==> src/rtl/multi_layer_composer.sv <==
// rtl/multi_layer_composer.sv - display composer: scaled/interlaced counters and layer/sprite merge
// Optional sticky sprite/layer collision flags: define COMPOSER_COLLISION_EN.
module multi_layer_composer #(
    parameter int NUM_LAYERS = 2,
    parameter int PIX_W      = 8,
    parameter int Z_W        = 2,
    parameter int FRAC_BITS  = 7,
    parameter int HRES       = 640,
    parameter int VRES       = 480
) (
    input  logic                        clk,
    input  logic                        rst,
    input  logic                        interlaced,
    input  logic [7:0]                  frac_x_incr,
    input  logic [7:0]                  frac_y_incr,
    input  logic [PIX_W-1:0]            border_color,
    input  logic [9:0]                  active_hstart,
    input  logic [9:0]                  active_hstop,
    input  logic [8:0]                  active_vstart,
    input  logic [8:0]                  active_vstop,
    input  logic [8:0]                  irqline,
    input  logic [NUM_LAYERS-1:0]       layer_enable,
    input  logic                        sprites_enabled,
    input  logic [NUM_LAYERS*PIX_W-1:0] layer_lb_rddata,
    input  logic [PIX_W+Z_W-1:0]        sprite_lb_rddata,
    input  logic                        display_next_frame,
    input  logic                        display_next_line,
    input  logic                        display_next_pixel,
    input  logic                        display_current_field,
    output logic                        current_field,
    output logic                        line_irq,
    output logic [8:0]                  scanline,
    output logic [8:0]                  line_idx,
    output logic                        line_render_start,
    output logic [9:0]                  lb_rdidx,
    output logic                        sprite_lb_erase_start,
    output logic [PIX_W-1:0]            display_data,
    output logic [NUM_LAYERS-1:0]       sprite_collision
);

    localparam int SY_W = 9 + FRAC_BITS;
    localparam int SX_W = 10 + FRAC_BITS;
    localparam logic [8:0] VRES_L = 9'(VRES);
    localparam logic [9:0] HRES_L = 10'(HRES);

    logic [9:0]       y_counter;
    logic [9:0]       y_delayed;
    logic [10:0]      x_counter;
    logic             line_pending;
    logic             started;
    logic [SY_W-1:0]  scaled_y;
    logic [SX_W-1:0]  scaled_x;
    logic             display_active;

    logic [9:0]       y_next;
    logic [10:0]      x_step;
    logic             irq_match;
    logic [9:0]       x;
    logic             hactive;
    logic             vactive;
    logic [8:0]       y_inc;
    logic [7:0]       x_inc;
    logic [PIX_W-1:0] sp_col;
    logic [Z_W-1:0]   sp_z;
    logic             sprite_vis;
    logic [PIX_W-1:0] composed;

    always_comb begin
        y_next    = y_counter + (interlaced ? 10'd2 : 10'd1);
        x_step    = interlaced ? 11'd1 : 11'd2;
        // Interlaced fields cover alternate lines, so only the line-pair index is compared
        irq_match = interlaced ? (y_next[9:1] == irqline[8:1]) : (y_next == {1'b0, irqline});
        x         = x_counter[10:1];
        hactive   = (x >= active_hstart) && (x < active_hstop);
        vactive   = (y_delayed >= {1'b0, active_vstart}) && (y_delayed < {1'b0, active_vstop});
        y_inc     = interlaced ? {frac_y_incr, 1'b0} : {1'b0, frac_y_incr};
        x_inc     = interlaced ? {1'b0, frac_x_incr[7:1]} : frac_x_incr;
    end

    assign scanline              = y_delayed[9] ? 9'd511 : y_counter[8:0];
    assign line_idx              = scaled_y[SY_W-1:FRAC_BITS];
    assign lb_rdidx              = scaled_x[SX_W-1:FRAC_BITS];
    assign sprite_lb_erase_start = (x_counter == {10'd639, interlaced});

    // Bottom-up painter: sprite at depth k+1 goes under layer k; deep z sits on top of everything
    always_comb begin
        sp_col     = sprite_lb_rddata[PIX_W-1:0];
        sp_z       = sprite_lb_rddata[PIX_W+Z_W-1:PIX_W];
        sprite_vis = sprites_enabled && (sp_col != '0) && (sp_z != '0);
        composed   = '0;
        for (int k = 0; k < NUM_LAYERS; k++) begin
            if (sprite_vis && int'(sp_z) == k + 1)
                composed = sp_col;
            if (layer_enable[k] && layer_lb_rddata[k*PIX_W +: PIX_W] != '0)
                composed = layer_lb_rddata[k*PIX_W +: PIX_W];
        end
        if (sprite_vis && int'(sp_z) >= NUM_LAYERS + 1)
            composed = sp_col;
    end

    always_ff @(posedge clk or posedge rst) begin
        if (rst) begin
            y_counter         <= '0;
            y_delayed         <= '0;
            x_counter         <= '0;
            current_field     <= 1'b0;
            line_irq          <= 1'b0;
            line_pending      <= 1'b0;
            started           <= 1'b0;
            scaled_y          <= '0;
            scaled_x          <= '0;
            line_render_start <= 1'b0;
            display_active    <= 1'b0;
            display_data      <= '0;
        end else begin
            line_irq          <= 1'b0;
            line_render_start <= 1'b0;
            line_pending      <= display_next_line && !display_next_frame;

            if (display_next_frame) begin
                y_counter     <= (interlaced && !display_current_field) ? 10'd1 : 10'd0;
                current_field <= !display_current_field;
            end else if (display_next_line) begin
                y_delayed <= y_counter;
                y_counter <= y_next;
                line_irq  <= irq_match;
            end

            if (display_next_line)
                x_counter <= '0;
            else if (display_next_pixel)
                x_counter <= x_counter + x_step;

            if (display_next_line)
                scaled_x <= '0;
            else if (display_next_pixel && hactive && scaled_x[SX_W-1:FRAC_BITS] < HRES_L)
                scaled_x <= scaled_x + SX_W'(x_inc);

            // Scaled y steps one cycle after the line strobe so y_delayed already reflects the new line
            if (line_pending) begin
                if (!started && y_counter >= {1'b0, active_vstart}) begin
                    scaled_y          <= (interlaced && (current_field ^ active_vstart[0])) ?
                                         SY_W'(frac_y_incr) : '0;
                    started           <= 1'b1;
                    line_render_start <= 1'b1;
                end else if (scaled_y[SY_W-1:FRAC_BITS] < VRES_L && vactive) begin
                    scaled_y          <= scaled_y + SY_W'(y_inc);
                    line_render_start <= 1'b1;
                end
            end
            if (display_next_frame)
                started <= 1'b0;

            display_active <= hactive && vactive;
            display_data   <= display_active ? composed : border_color;
        end
    end

`ifdef COMPOSER_COLLISION_EN
    logic [NUM_LAYERS-1:0] collision;
    logic [NUM_LAYERS-1:0] hit;

    always_comb begin
        hit = '0;
        for (int i = 0; i < NUM_LAYERS; i++)
            hit[i] = display_active && sprite_vis && layer_enable[i] &&
                     (layer_lb_rddata[i*PIX_W +: PIX_W] != '0);
    end

    always_ff @(posedge clk or posedge rst) begin
        if (rst)
            collision <= '0;
        else
            collision <= (display_next_frame ? '0 : collision) | hit;
    end

    assign sprite_collision = collision;
`else
    assign sprite_collision = '0;
`endif

endmodule

==> config.mk <==
export PLATFORM = sky130hd
export DESIGN_NAME = multi_layer_composer
export DESIGN_NICKNAME = d
export VERILOG_FILES = /design/src/rtl/multi_layer_composer.sv
export SDC_FILE = /design/constraint.sdc
export NUM_CORES = 1
export LEC_CHECK = 0
export BUFFER_PORTS_ARGS = -buffer_cell sky130_fd_sc_hd__buf_2
export CAP_MARGIN = 40
export CORE_ASPECT_RATIO = 0.6
export CORE_MARGIN = 3
export CORE_UTILIZATION = 40
export CTS_CLUSTER_SIZE = 24
export DETAILED_ROUTE_END_ITERATION = 10
export PLACE_DENSITY = 0.64
export SLEW_MARGIN = 10
export SYNTH_ARGS = -nofsm -noshare
export SYNTH_HDL_FRONTEND = slang
export SYNTH_SLANG_ARGS = --single-unit
==> constraint.sdc <==
create_clock -name clk -period 2.2 [get_ports clk]
set_input_delay 0.22 -clock clk [delete_from_list [all_inputs] [get_ports clk]]
set_output_delay 0.22 -clock clk [all_outputs]
set_load 0.05 [all_outputs]
==> out/metrics.csv, run 1 <==
metric,value,unit
n_antenna_cell,0,
synth_edf_count,0,
status,"complete, but fails checks",
synth-simple-area-share,15.2,%
ant_nets,0,
max_stage_delay,390,ps
multiInputGateArea,4170,µm²
violations,setup timing,
grt_pass1_wl,27200,µm
track_usage,20.4,%
num_rows,34,
rr_worst_depth,10,
vias_per_cell,5.04,
ys_ff_latch,78,
yosys.area.top_type_share,32.2,%
report.final.slew_viol_count,0,
setup-violations-final,32,
required,2380,ps
min_from,display_current_field,
final_cells,1086,
num_vias,5472,
criticalPathCategory,reg2reg,
yosys_warnings,0,
pre_cts_slack,-492,ps
fin_nets,1062,
start_kind,flop,
coreArea,14700,µm²
worstHoldPathCells,2,
min_to,current_field,
post_synth.cell_area_avg,9.20,µm²
avgRoutedWirePerCell,15.9,µm
critPathCaptureType,flop,
seq_area_frac_synth,32.2,%
placedCellCount,1058,
grt_max_degree,63,
synth_fa_ha_area_share,14.9,%
crit_chain,ha_1 > and3_4 > a221oi_2 > o21ai_1 > a211oi_2 > buf_4 > nor2_4 > o21ai_4 > clkbuf_16 > a222oi_1,
routed_wl,17300,µm
critPathBufInv,2,
die-area,16700,µm²
slew_headroom,55.9,%
grt_pass1_vias,5301,
cts_tree,done,
cts_made_buffers,9,
overflow,0,
netlist_top_cells_area,"dfrtp_1 (32%), ha_1 (14%), inv_1 (4.1%)",
maxCapViolCount,0,
worst_pin_slew,657,ps
syn_area,6070,µm²
synth_top_family_by_area,compound AO/OA/AOI/OAI gates,
cts_sinks,78,
cp_max_fo,5,
grt_setup_unrepaired,true,
switching_share,29.0,%
synth_cells,660,
seqPwrFrac,37.9,%
n_fill_cell,1317,
synth_compound_area_share,16.4,%
p_int,2840,µW
synthXorXnorAreaFrac,7.65,%
clk_latency,330,ps
crit_family,compound AO/OA/AOI/OAI gates,
comb_power_share,26.4,%
layout-drive-gt1-share,42.8,%
htree_num_levels,3,
leakage,0.00432,µW
p_per_area,471,nW/µm²
hold_viol_final,0,
cp_data_arrival_time,2550,ps
antenna_found_initial,0,
rrSetupSlack,-170,ps
vdd_ir_drop_max,307,µV
place.gp.congestion,0.843,
cpMaxStageDelayCell,dfrtp_1,
first_pass_iters,6,
period_share,108,%
die_y,101,µm
drtIter0Drc,303,
ios,149,
rr_endpoint,scaled_y[1],
cts_root_buf,clkbuf_16,
die_w,165,µm
worstReg2RegStart,y_counter[5],
yosysTopAreaCell,dfrtp_1,
drc,0,
max_freq,422,MHz
layout_setup_ws,-171,ps
dp_hpwl,12900,µm
ff_latch_area,1950,µm²
ys.flop_type,dfrtp_1,
p_sw,1160,µW
post-route-min-period,2370,ps
clkPwrFrac,35.8,%
fin_skew,6.86,ps
portBuffers,146,
clock_path_buffers,2,
clk_pin_slew,60,ps
area_delta_synth_final,40.1,%
min_path_type,in2reg,
start_util,41.4,%
synthMuxAreaShare,6.06,%
yosysUniqueCellTypes,64,
async_flop_share,100,%
## stage by stage
step,hold WS [ps],cell area (µm²),utilization (%),setup TNS (ps),total power (µW)
floorplan,305,6160,-,-2630,2100
global placement,247,7580,51.6,-9880,2440
detailed placement,253,7580,51.6,-11240,2450
CTS,70.3,8170,55.7,-2930,3960
global route,78.4,8500,57.9,-6720,4230
finish,80.3,8500,57.9,-3270,4000
## worst max-delay path by stage
| stage | startpoint | endpoint | slack, ps | depth (start not counted) |
|---|---|---|---|---|
| floorplan | interlaced | scaled_y[13] | -240 | 13 |
| global placement | interlaced | scaled_y[13] | -410 | 12 |
| detailed placement | interlaced | scaled_x[10] | -490 | 12 |
| CTS | x_counter[5] | scaled_x[13] | -180 | 9 |
| global route | y_counter[6] | scaled_y[5] | -290 | 10 |
| finish | y_counter[5] | scaled_y[1] | -170 | 10 |
## power groups by stage
stage,clock network (µW),registers [µW],logic (µW)
2_1_floorplan,0,1570,533
3_3_place_gp,0,1540,901
3_5_place_dp,0,1540,913
4_1_cts,1470,1510,979
5_1_grt,1540,1520,1160
6_report,1430,1510,1060
## layout by cell type (no fill, tap or decap), types with 6 or more instances in the layout
cell	instances
buf_2	145
buf_4	87
dfrtp_1	77
inv_1	63
ha_1	52
nor2_1	49
nand2_1	31
xor2_1	26
xnor2_1	24
a21oi_1	23
mux2_2	22
o21ai_0	18
nor2b_1	16
nand3_1	13
and3_1	11
ha_4	11
clkbuf_16	11
mux2i_1	10
a21o_1	10
o21ai_1	10
buf_6	10
or2_2	9
a211oi_2	8
a22oi_1	8
a222oi_1	7
nand4_1	6
nor3_1	6
## sequential cells by signal (all words and copies together) (netlist names)
register	flops
display_active	1
current_field	1
y_delayed	10
line_render_start	1
y_counter	10
display_data	8
scaled_y	16
scaled_x	17
started	1
x_counter	11
line_irq	1
line_pending	1
## what timing repair did
action                     in CTS  in global routing
hold buffers                    1                  0
buffers inserted                6                  7
pin swaps                      30                 37
gates cloned                    0                  2
setup endpoints to repair      36                 37
hold endpoints to repair       16                  0
resized for setup              56                 43
## metal layers
layer / track usage [%] / wire, µm / up-vias
li1: - / - / 2759
met1: 31.6 / 8990 / 2564
met2: 29.2 / 7240 / 134
met3: 4.05 / 822 / 15
met4: 4.38 / 210 / 0
met5: 0 / 0 / -
## cells in the mapped netlist (all sizes together), types with 9 or more instances
library cell	number
dfrtp	78
ha	66
inv	66
nor2	56
o21ai	35
nand2	32
a21oi	27
xor2	27
xnor2	26
buf	23
mux2	22
nor2b	20
and3	18
nand3	15
a211oi	12
clkbuf	12
mux2i	12
nor3	11
a21o	10
or2	9
## final cells by class
class	instances	area share (%)
clock buffers	12	2.78
clock inverters	2	0.412
inverters	66	2.96
multi-input cells	482	49.0
flip-flops and latches	78	23.0
well taps	198	2.91
repair buffers	248	19.0
## kinds of logic after synthesis
logic type	count (synthesis)
compound gates	140
fa+ha+maj	70
flops	78
buf+inv	101
other cells	1
mux	34
simple gates	183
xor+xnor	53
(Power assumes the default switching activity.)
==> run 2, diff against run 1 <==
CORE_MARGIN = 2   (was 3)
==> run 2 against run 1 <==
The run still ends with setup timing left. Register-to-register slack worse by 50 ps. Total power is 2.9% lower. Clock power is 7% lower. Routed wire length is 1.3% lower. Global-route usage is 0.74 points higher. Critical endpoint is now scaled_x[13]. Largest cell class unchanged. Largest power group unchanged.
==> out/metrics.csv, run 2 (synthesized netlist as in run 1, its figures left out) <==
metric,value,unit
status,"complete, but fails checks",
violations,setup timing,
cts_tree,done,
fin_nets,1068,
grt_max_degree,39,
regMostFlops,scaled_x,
critPathCaptureType,flop,
cp_data_arrival_time,2610,ps
worstHoldPathCells,2,
setup-violations-final,33,
htree_num_levels,3,
ios,149,
start_util,41.4,%
p_per_area,459,nW/µm²
start_kind,flop,
layout_setup_ws,-216,ps
grt_pass1_wl,27200,µm
cp_common_cell,a21o_1,
maxCapViolCount,0,
track_usage,21.1,%
avgRoutedWirePerCell,15.6,µm
n_antenna_cell,0,
routed_wl,17000,µm
first_pass_iters,5,
cts_sinks,78,
n_fill_cell,1324,
place.gp.congestion,0.860,
grt_pass1_vias,5372,
ant_nets,0,
clk_latency,330,ps
rr_worst_depth,9,
report.final.slew_viol_count,0,
antenna_found_initial,0,
max_stage_delay,450,ps
vdd_ir_drop_max,293,µV
grt_setup_unrepaired,true,
final_common_cell,buf_2,
num_vias,5493,
drtIter0Drc,286,
worstSetupStartpoint,x_counter[8],
max_freq,414,MHz
portBuffers,146,
finalPower,3880,µW
worstReg2RegStart,x_counter[8],
clk_pin_slew,60,ps
placedCellCount,1062,
coreArea,14700,µm²
period_share,110,%
final_util,57.7,%
dp_hpwl,13000,µm
overflow,0,
slew_headroom,52.8,%
hold_slack,97.2,ps
die-area,16200,µm²
hold_viol_final,0,
final_cells,1092,
drc,0,
num_rows,34,
min_from,display_current_field,
required,2390,ps
vias_per_cell,5.03,
final_cell_mix,"buf_2 (145), buf_4 (95), dfrtp_1 (78)",
fin_skew,5.64,ps
worst_pin_slew,702,ps
min_path_type,in2reg,
crit_chain,ha_1 > a21o_1 > a21o_1 > a2111oi_4 > o211ai_4 > or3b_4 > nor2b_2 > xnor2_1 > nor2_1,
layout-drive-gt1-share,41.5,%
largest_register_ffs,17,
leakage,0.00437,µW
die_w,163,µm
cts_made_buffers,9,
clock_path_buffers,2,
cts_root_buf,clkbuf_16,
cpMaxStageDelayCell,or3b_4,
die_y,99.4,µm
cp_max_fo,4,
post-route-min-period,2420,ps
largestRegisters,"scaled_x (17), scaled_y (16), x_counter (11)",
area_delta_synth_final,39.5,%
criticalPathCategory,reg2reg,
## run 2: stage by stage
step / setup TNS, ps / instance area (µm²) / setup slack, ps
after floorplan: -2630 / 6160 / -244
final: -4670 / 8470 / -216
after detailed placement: -11690 / 7590 / -452
after global routing: -8810 / 8470 / -340
after global placement: -10270 / 7590 / -414
after CTS: -4420 / 8120 / -210
## run 2: cell type report
type                       count  area, µm²  area share (%)
tap                          198        248            2.93
multi-input combinational    482       4120            48.7
timing repair buffer         254       1640            19.3
inverter                      66        251            2.97
sequential                    78       1950            23.1
clock inverter                 2       10.0           0.118
clock buffer                  12        246            2.91
## run 2: power breakdown
part	switching, µW	total (µW)	internal [µW]
registers	32.6	1510	1480
clock network	548	1330	779
logic	553	1040	491
total	1130	3880	2750
## run 2: layer usage
metal / vias up / track usage, % / part of all wire, %
li1: 2778 / - / -
met1: 2573 / 32.3 / 52
met4: 0 / 3.13 / 0.66
met2: 136 / 31.8 / 43
met3: 6 / 3.63 / 4.5
met5: - / 0 / 0
## run 2: worst max-delay path, delay by kind of cell, from the launching register on
| kind | cells | cell delay (ps) |
|---|---|---|
| adders and majority gates | 1 | 290 |
| AOI/OAI and AO/OA | 4 | 840 |
| xor gates and xnor gates | 1 | 120 |
| DFF | 1 | 380 |
| and+or+nand+nor | 3 | 650 |
## run 2: final timing paths
check | end | slack, ps
worst min register to register | scaled_x[16] | 530
min in group asynchronous | scaled_y[4] | 460
worst min-delay path | current_field | 100
worst max register to register | scaled_x[13] | -220
max in group asynchronous | y_counter[8] | 1040
worst max-delay path | scaled_x[13] | -220
## run 2: timing repair
item	in CTS	in global routing
hold buffers	1	0
buffers inserted	5	10
hold endpoints to repair	15	0
setup endpoints to repair	34	38
cloned	0	1
gates resized for setup	41	41
pin swaps	23	37
